<file path="src/rtl/reglk_arbiter.sv">
// Two-requester round-robin arbiter with a sticky region-lock register in front of
// the shared data memory. Every access takes IDLE -> ACCESS -> RESP.
module reglk_arbiter #(
    parameter int          NUM_LOCKS    = 6,
    parameter logic [31:0] LOCK_ADDR    = 32'h0000_0060,
    parameter logic [31:0] LOCK_BASE    = 32'h0000_0080,
    parameter int          REGION_WORDS = 4
) (
    input  logic                 clk,
    input  logic                 rst,
    input  logic [1:0]           m_req,
    input  logic [1:0]           m_we,
    input  logic [5:0]           m_width,
    input  logic [63:0]          m_addr,
    input  logic [63:0]          m_wdata,
    output logic [1:0]           m_gnt,
    output logic [1:0]           m_rvalid,
    output logic [31:0]          m_rdata,
    output logic [1:0]           m_err,
    output logic                 mem_we,
    output logic [2:0]           mem_width,
    output logic [31:0]          mem_addr,
    output logic [31:0]          mem_wdata,
    input  logic [31:0]          mem_rdata,
    output logic [NUM_LOCKS-1:0] lock_bits,
    output logic [1:0]           dbg_state
);
    typedef enum logic [1:0] {IDLE = 2'd0, ACCESS = 2'd1, RESP = 2'd2} state_t;

    localparam logic [2:0]  W_SB = 3'b000, W_SH = 3'b001, W_W = 3'b010, W_UH = 3'b101;
    localparam logic [31:0] MEM_BYTES    = 32'd800;
    localparam logic [31:0] REGION_BYTES = 32'(REGION_WORDS * 4);

    state_t                state_q, state_d;
    logic                  ptr_q, ptr_d;
    logic                  id_q, id_d;
    logic                  we_q, we_d;
    logic [2:0]            width_q, width_d;
    logic [31:0]           addr_q, addr_d;
    logic [31:0]           wdata_q, wdata_d;
    logic [NUM_LOCKS-1:0]  lock_q, lock_d;
    logic [1:0]            rvalid_q, rvalid_d;
    logic [31:0]           rdata_q, rdata_d;
    logic [1:0]            err_q, err_d;

    logic        win;
    logic        illegal, misaligned, is_lock, out_of_range, locked_hit;
    logic        cmd_err, lock_wr, mem_wr_ok;
    logic [31:0] resp_data;

    // On a tie the pointer decides; a lone requester always wins.
    assign win = (m_req == 2'b11) ? ptr_q : m_req[1];

    always_comb begin
        illegal      = (width_q == 3'b011) || (width_q == 3'b110) || (width_q == 3'b111);
        misaligned   = (((width_q == W_SH) || (width_q == W_UH)) && addr_q[0]) ||
                       ((width_q == W_W) && (addr_q[1:0] != 2'b00));
        is_lock      = (addr_q == LOCK_ADDR);
        out_of_range = (addr_q >= MEM_BYTES) && !is_lock;
        locked_hit   = 1'b0;
        for (int k = 0; k < NUM_LOCKS; k++) begin
            if (lock_q[k] && (addr_q >= LOCK_BASE + REGION_BYTES * 32'(k)) &&
                (addr_q < LOCK_BASE + REGION_BYTES * 32'(k + 1)))
                locked_hit = 1'b1;
        end
        cmd_err   = illegal || (is_lock ? (width_q != W_W)
                                        : (misaligned || out_of_range || (we_q && locked_hit)));
        lock_wr   = is_lock && we_q && !cmd_err;
        mem_wr_ok = we_q && !is_lock && !cmd_err;
        resp_data = 32'h0;
        if (!cmd_err && !we_q)
            resp_data = is_lock ? {{(32 - NUM_LOCKS){1'b0}}, lock_q} : mem_rdata;
    end

    always_comb begin
        state_d  = state_q;
        ptr_d    = ptr_q;
        id_d     = id_q;
        we_d     = we_q;
        width_d  = width_q;
        addr_d   = addr_q;
        wdata_d  = wdata_q;
        lock_d   = lock_q;
        rvalid_d = 2'b00;
        rdata_d  = 32'h0;
        err_d    = 2'b00;
        case (state_q)
            IDLE: begin
                if (|m_req) begin
                    id_d    = win;
                    we_d    = win ? m_we[1] : m_we[0];
                    width_d = win ? m_width[5:3] : m_width[2:0];
                    addr_d  = win ? m_addr[63:32] : m_addr[31:0];
                    wdata_d = win ? m_wdata[63:32] : m_wdata[31:0];
                    ptr_d   = ~win;
                    state_d = ACCESS;
                end
            end
            ACCESS: begin
                rvalid_d = id_q ? 2'b10 : 2'b01;
                err_d    = cmd_err ? rvalid_d : 2'b00;
                rdata_d  = resp_data;
                if (lock_wr)
                    lock_d = lock_q | wdata_q[NUM_LOCKS-1:0];
                state_d  = RESP;
            end
            RESP:    state_d = IDLE;
            default: state_d = IDLE;
        endcase
    end

    always_ff @(posedge clk or posedge rst) begin
        if (rst) begin
            state_q  <= IDLE;
            ptr_q    <= 1'b0;
            id_q     <= 1'b0;
            we_q     <= 1'b0;
            width_q  <= 3'b000;
            addr_q   <= 32'h0;
            wdata_q  <= 32'h0;
            lock_q   <= '0;
            rvalid_q <= 2'b00;
            rdata_q  <= 32'h0;
            err_q    <= 2'b00;
        end else begin
            state_q  <= state_d;
            ptr_q    <= ptr_d;
            id_q     <= id_d;
            we_q     <= we_d;
            width_q  <= width_d;
            addr_q   <= addr_d;
            wdata_q  <= wdata_d;
            lock_q   <= lock_d;
            rvalid_q <= rvalid_d;
            rdata_q  <= rdata_d;
            err_q    <= err_d;
        end
    end

    // Memory strobes come straight off the state register so an async reset kills
    // mem_we before the memory's negedge write can happen.
    assign m_gnt     = (state_q == IDLE && |m_req && !rst) ? (win ? 2'b10 : 2'b01) : 2'b00;
    assign mem_we    = (state_q == ACCESS) && mem_wr_ok;
    assign mem_width = (state_q == ACCESS) ? width_q : W_SB;
    assign mem_addr  = (state_q == ACCESS) ? addr_q : 32'h0;
    assign mem_wdata = (state_q == ACCESS) ? wdata_q : 32'h0;
    assign m_rvalid  = rvalid_q;
    assign m_rdata   = rdata_q;
    assign m_err     = err_q;
    assign lock_bits = lock_q;
    assign dbg_state = state_q;
endmodule

</file>
<file path="config.mk">
export PLATFORM = sky130hd
export DESIGN_NAME = reglk_arbiter
export DESIGN_NICKNAME = d
export VERILOG_FILES = /design/src/rtl/reglk_arbiter.sv
export SDC_FILE = /design/constraint.sdc
export NUM_CORES = 1
export LEC_CHECK = 0
export BUFFER_PORTS_ARGS = -buffer_cell sky130_fd_sc_hd__buf_2
export CORE_UTILIZATION = 45
export CTS_CLUSTER_SIZE = 10
export DETAILED_ROUTE_END_ITERATION = 16
export GPL_ROUTABILITY_DRIVEN = 0
export GPL_TIMING_DRIVEN = 0
export PLACE_DENSITY = 0.87
export SLEW_MARGIN = 20
export SYNTH_ARGS = -nofsm -noshare
export SYNTH_HDL_FRONTEND = slang
export SYNTH_SLANG_ARGS = --single-unit
</file>
<file path="constraint.sdc">
create_clock -name clk -period 3.48 [get_ports clk]
set_input_delay 0 -clock clk [delete_from_list [all_inputs] [get_ports clk]]
set_output_delay 0 -clock clk [all_outputs]
set_load 0.01 [all_outputs]
</file>
==> flow_metrics.py, run 1 <==
metrics = {
    "outcome": {
        "status": "completed",
    },
    "worst_setup_path": {
        "endpoint_kind": "flop",
        "crit_chain": "or2_2 -> nor3_1 -> clkbuf_1 -> a22oi_1 -> nand2_1 -> dlygate4sd3_1",
        "rrSetupSlack_ns": 0.48,
        "r2r-start": "dbg_state[0]$_DFFE_PP0P_",
        "required_ns": 3.82,
        "cpPeakStageDelay_ns": 0.81,
        "r2r_cells": 6,
        "crit_fanout": 10,
        "critPathKind": "flop to flop",
        "arrival_ns": 3.34,
        "cp_slowest_cell": "nor3_1",
        "r2r-end": "width_q[0]$_DFFE_PP0P_",
        "critPathLaunchType": "flop",
    },
    "synth": {
        "ys_seq_area_share_pct": 53.6,
        "synth_fp_nets": 732,
        "synth_edf_count": 0,
        "yosysWarnings": 0,
        "avgSynthCellArea_um2": 9.50,
        "ys.flop_type": "dfrtp_1",
        "synthCells": 560,
        "netlist_area_um2": 5320,
        "async_reset_ff_share_pct": 100,
        "ys_ff_latch": 114,
        "ys_types": 42,
    },
    "floorplanning": {
        "dieArea_um2": 12300,
        "ioPinCount": 286,
        "die_h_um": 111,
        "coreArea_um2": 11500,
        "die_w_um": 111,
        "fp-row-count": 39,
        "start_util_pct": 46.4,
    },
    "cts": {
        "cts_root_buffer": "clkbuf_16",
        "cts_made_buffers": 17,
        "insertion_delay_ns": 0.41,
        "clk_path_buf_depth": 2,
        "tritoncts": "done",
        "clkSlewWorstSetupHoldPaths_ns": 0.05,
        "post_cts_buffers": 0,
        "cts.sinks": 114,
        "htreeDepth": 4,
    },
    "route": {
        "drc_errors": 0,
        "drt_wl_total_um": 24000,
        "dr.pass1.iters": 7,
        "wl_per_cell_um": 20.2,
        "via_count": 6768,
        "via_per_inst": 5.69,
        "ant_nets": 0,
        "first_iter_violations": 659,
    },
    "layout": {
        "area_growth_pct": 73.6,
        "antenna_cells": 0,
        "drive_gt1_share_pct": 32.2,
        "final_common_cell": "buf_2",
        "fin_area_um2": 9240,
        "stdcell_count": 1189,
        "layout_common_cells": "289 x buf_2, 169 x dlygate4sd3_1, 139 x nand2_1",
        "fin_nets": 1206,
    },
    "sta": {
        "relSlewSlack_pct": 32.1,
        "fin_ws_ns": 0.484,
        "fin_crit_sh_pct": 86.1,
        "worst_slew_pin_slew_ns": 1.01,
        "max_clock_freq_mhz": 334,
        "finalHoldViolCount": 0,
        "setup_viol": 0,
        "min_period_ns": 3.00,
        "slew_violations": 0,
        "finClkSkew_ns": 0.00831,
        "rsz0062_at_grt": "no",
    },
    "placement": {
        "pre_cts_slack_ns": 0.771,
        "placed_area_um2": 6960,
        "dp_hpwl_um": 13200,
        "io_buffers": 285,
        "dp.cells": 989,
    },
    "power_and_ir_drop": {
        "internal-power_mw": 4.52,
        "peakVddDrop_mv": 0.458,
        "powerDensity_nw_per_um2": 791,
        "power_frac_comb_pct": 46.4,
        "sw_frac_of_total_pct": 38.2,
        "leakagePower_nw": 4.99,
        "seqPwrFrac_pct": 29.8,
        "clkPwrFrac_pct": 23.8,
        "p_switching_mw": 2.79,
    },
    "min_path": {
        "min_path_type": "input pin to async pin",
    },
    "global_route": {
        "grt_pass1_vias": 7176,
        "track_usage_pct": 40.0,
        "grt_max_degree": 72,
        "antenna_found_initial": 0,
        "grt_pass1_wl_um": 37900,
        "grt_overflow_total": 0,
    },
    "flow_run": {
        "cap_viol_max_count": 0,
    },
}
cells by family after synthesis:
family	count (synthesis)	share of synthesized area [%]
multiplexers	2	0.635
flip-flops	114	53.6
AO/OA/AOI/OAI	101	14.2
AND/OR/NAND/NOR	269	26.1
buffers and inverters	74	5.46
routing by layer:
| metal | GRT usage, % | vias up | routed length (um) |
|---|---|---|---|
| li1 | - | 2883 | - |
| met1 | 44.1 | 3190 | 8340 |
| met2 | 68.4 | 531 | 11700 |
| met3 | 8.97 | 164 | 2100 |
| met4 | 27.9 | 0 | 1790 |
| met5 | 0 | - | 0 |
registers in the layout, summed over array words and instances (netlist names):
name / flops
dbg_state: 2
ptr_q: 1
wdata_q: 32
we_q: 1
addr_q: 32
id_q: 1
lock_bits: 6
m_rvalid: 2
m_err: 2
m_rdata: 32
width_q: 3
how the worst max path moves through the flow:
stage                                         from                       to  slack [ns]  cells past startpoint
after global routing      dbg_state[0]$_DFFE_PP0P_   width_q[0]$_DFFE_PP0P_        0.39                      6
after CTS                 dbg_state[0]$_DFFE_PP0P_         we_q$_DFFE_PP0P_        0.61                      6
after floorplan                                rst    addr_q[0]$_DFFE_PP0P_        0.45                      1
after global placement                         rst  wdata_q[30]$_DFFE_PP0P_       -0.86                      2
final                     dbg_state[0]$_DFFE_PP0P_   width_q[0]$_DFFE_PP0P_        0.48                      6
after detailed placement    addr_q[16]$_DFFE_PP0P_     m_rdata[5]$_DFF_PP0_        0.77                      6
worst max-delay path, delay by kind of cell, from the launching register on:
family / cells / cell delay (ns)
simple gates: 3 / 1.26
buf+inv: 2 / 1.05
compound gates: 1 / 0.22
flops: 1 / 0.39
Yosys cell counts (all sizes together), types with 3 or more instances:
library cell  instances  area [um^2]
a2111oi               7         67.6
a21o                  8         60.1
a22oi                68          510
and2                 68          427
buf                   5         31.3
clkbuf               35          131
dfrtp               114         2850
inv                  34          128
nand2               139          522
nand3                 7         35.0
nor2                  3         11.3
nor4                 33          236
o21ai                10         50.0
or4                   3         33.8
final cells by class:
type / count / area [um^2]
Timing Repair Buffer: 455 / 3150
Fill cell: 594 / 2230
Clock inverter: 10 / 108
Inverter: 34 / 133
Tap cell: 143 / 179
Sequential cell: 114 / 2850
Clock buffer: 21 / 480
Multi-Input combinational cell: 372 / 2180
Buffer: 40 / 163
power groups by stage:
stage	sequential (mW)	combinational (mW)	clock, mW
2_1_floorplan	2.00	1.49	0
3_3_place_gp	2.12	2.24	0
3_5_place_dp	2.13	2.30	0
4_1_cts	2.11	3.13	1.74
5_1_grt	2.21	3.61	1.82
6_report	2.18	3.39	1.74
repair_timing:
| action | in CTS | in global routing |
|---|---|---|
| endpoints found under the hold margin | 144 | 0 |
| resized for setup | 0 | 0 |
| hold buffers | 169 | 0 |
stage by stage:
stage | utilization, % | hold slack, ns | setup TNS [ns] | power (mW)
6_report | 80.6 | 0.161 | 0 | 7.31
5_1_grt | 80.6 | 0.219 | 0 | 7.63
4_1_cts | 80.6 | 0.170 | 0 | 6.98
3_5_place_dp | 60.7 | 0.0490 | 0 | 4.43
3_3_place_gp | 60.4 | 0.190 | -98.20 | 4.35
2_1_floorplan | - | 0.0529 | 0 | 3.50
No activity file was read; power rests on OpenSTA's default activity.
==> run 2, diff against run 1 <==
--- a/constraint.sdc
+++ b/constraint.sdc
@@ -3,2 +3,2 @@
 set_output_delay 0 -clock clk [all_outputs]
-set_load 0.01 [all_outputs]
+set_load 0.1 [all_outputs]
==> flow_metrics.py, run 2 (synthesis gave the netlist of run 1 again) <==
metrics = {
    "route": {
        "first_iter_violations": 742,
        "via_per_inst": 5.68,
        "dr.pass1.iters": 5,
        "drt_wl_total_um": 23800,
        "drc_errors": 0,
        "ant_nets": 0,
        "via_count": 6756,
        "wl_per_cell_um": 20.0,
    },
    "min_path": {
        "min_path_type": "input pin to async pin",
    },
    "sta": {
        "setup_viol": 0,
        "finClkSkew_ns": 0.0124,
        "fin_crit_sh_pct": 86.4,
        "finalHoldViolCount": 0,
        "max_clock_freq_mhz": 332,
        "min_period_ns": 3.01,
        "slew_violations": 0,
        "relSlewSlack_pct": 32.0,
        "rsz0062_at_grt": "no",
        "worst_slew_pin_slew_ns": 1.01,
    },
    "floorplanning": {
        "die_w_um": 111,
        "start_util_pct": 46.4,
        "die_h_um": 111,
        "ioPinCount": 286,
        "dieArea_um2": 12300,
        "fp-row-count": 39,
        "coreArea_um2": 11500,
    },
    "layout": {
        "fin_area_um2": 9240,
        "layout_common_cells": "289 x buf_2, 169 x dlygate4sd3_1, 139 x nand2_1",
        "area_growth_pct": 73.7,
        "final_common_cell": "buf_2",
        "fin_nets": 1206,
        "drive_gt1_share_pct": 32.1,
    },
    "power_and_ir_drop": {
        "peakVddDrop_mv": 0.826,
        "p_total_mw": 9.26,
        "powerDensity_nw_per_um2": 1000,
        "leakagePower_nw": 4.98,
    },
    "worst_setup_path": {
        "arrival_ns": 3.34,
        "endpoint_kind": "flop",
        "cpPeakStageDelay_ns": 0.82,
        "crit_chain": "or2_2 -> nor3_1 -> clkbuf_1 -> a22oi_1 -> nand2_1 -> dlygate4sd3_1",
        "crit_fanout": 10,
        "critPathLaunchType": "flop",
        "critPathKind": "flop to flop",
        "cp_slowest_cell": "nor3_1",
        "required_ns": 3.82,
    },
    "cts": {
        "cts_made_buffers": 17,
        "tritoncts": "done",
        "clk_path_buf_depth": 2,
        "clkSlewWorstSetupHoldPaths_ns": 0.06,
        "post_cts_buffers": 0,
        "cts.sinks": 114,
        "insertion_delay_ns": 0.41,
        "cts_resized": 0,
        "cts_root_buffer": "clkbuf_16",
        "htreeDepth": 4,
    },
    "global_route": {
        "grt_max_degree": 60,
        "track_usage_pct": 39.2,
        "grt_pass1_wl_um": 37300,
        "grt_overflow_total": 0,
        "antenna_found_initial": 0,
        "grt_pass1_vias": 7137,
    },
    "flow_run": {
        "cap_viol_max_count": 0,
    },
    "outcome": {
        "status": "completed",
    },
    "placement": {
        "dp_hpwl_um": 13300,
        "placed_area_um2": 6970,
        "io_buffers": 285,
    },
}
==> run 2: critical path: cells and delay by family (launching register included) <==
family                 cells  cell delay (ns)
and+or+nand+nor            3             1.30
buffers and inverters      2             1.04
AOI/OAI and AO/OA          1             0.21
DFF                        1             0.40
==> run 2: path summary, 6_finish.rpt <==
path | from | to | slack [ns] | cells after the start
worst max-delay path | dbg_state[0]$_DFFE_PP0P_ | wdata_q[12]$_DFFE_PP0P_ | 0.47 | 6
worst min-delay path | rst | wdata_q[7]$_DFFE_PP0P_ | 0.23 | 3
worst max register to register | dbg_state[0]$_DFFE_PP0P_ | wdata_q[12]$_DFFE_PP0P_ | 0.47 | 6
worst min register to register | id_q$_DFFE_PP0P_ | m_rvalid[0]$_DFF_PP0_ | 0.49 | 1
max in group asynchronous | rst | addr_q[1]$_DFFE_PP0P_ | 2.58 | 4
min in group clk | m_addr[4] | addr_q[4]$_DFFE_PP0P_ | 0.34 | 4
==> run 2: final cells by class <==
cell class | instances | area [um^2]
repair buffers | 455 | 3150
flip-flops and latches | 114 | 2850
fillers | 618 | 2230
multi-input cells | 372 | 2190
clock buffers | 20 | 437
well taps | 143 | 179
plain buffers | 40 | 163
clock inverters | 11 | 139
inverters | 34 | 133
diodes | 1 | 2.50
==> run 2: where the power goes <==
group          internal [mW]  switching, mW
Combinational           1.64           3.70
Sequential              1.76          0.414
Clock                   1.12          0.628
==> run 2: what timing repair did <==
action | CTS | global route
hold buffers | 169 | 0
setup endpoints to repair | 0 | 0
endpoints found under the hold margin | 155 | 0
==> run 2: per-layer routing <==
layer	part of all wire, %	global-route usage, %	vias up
met5	0	0	-
met4	6.6	25.9	0
met3	8.8	9.95	149
met2	49	67.2	588
met1	35	43.1	3144
li1	-	-	2875
==> run 2: per-stage QoR <==
stage	hold slack [ns]	setup slack, ns	cells	setup TNS (ns)	utilization, %
floorplan	0.105	-0.0671	560	-0.0671	-
finish	0.228	0.472	1190	0	80.6
detailed placement	0.115	0.851	989	0	60.8
global placement	0.191	-0.766	988	-87.21	60.5
CTS	0.240	0.573	1189	0	80.6
global route	0.280	0.337	1189	0	80.6
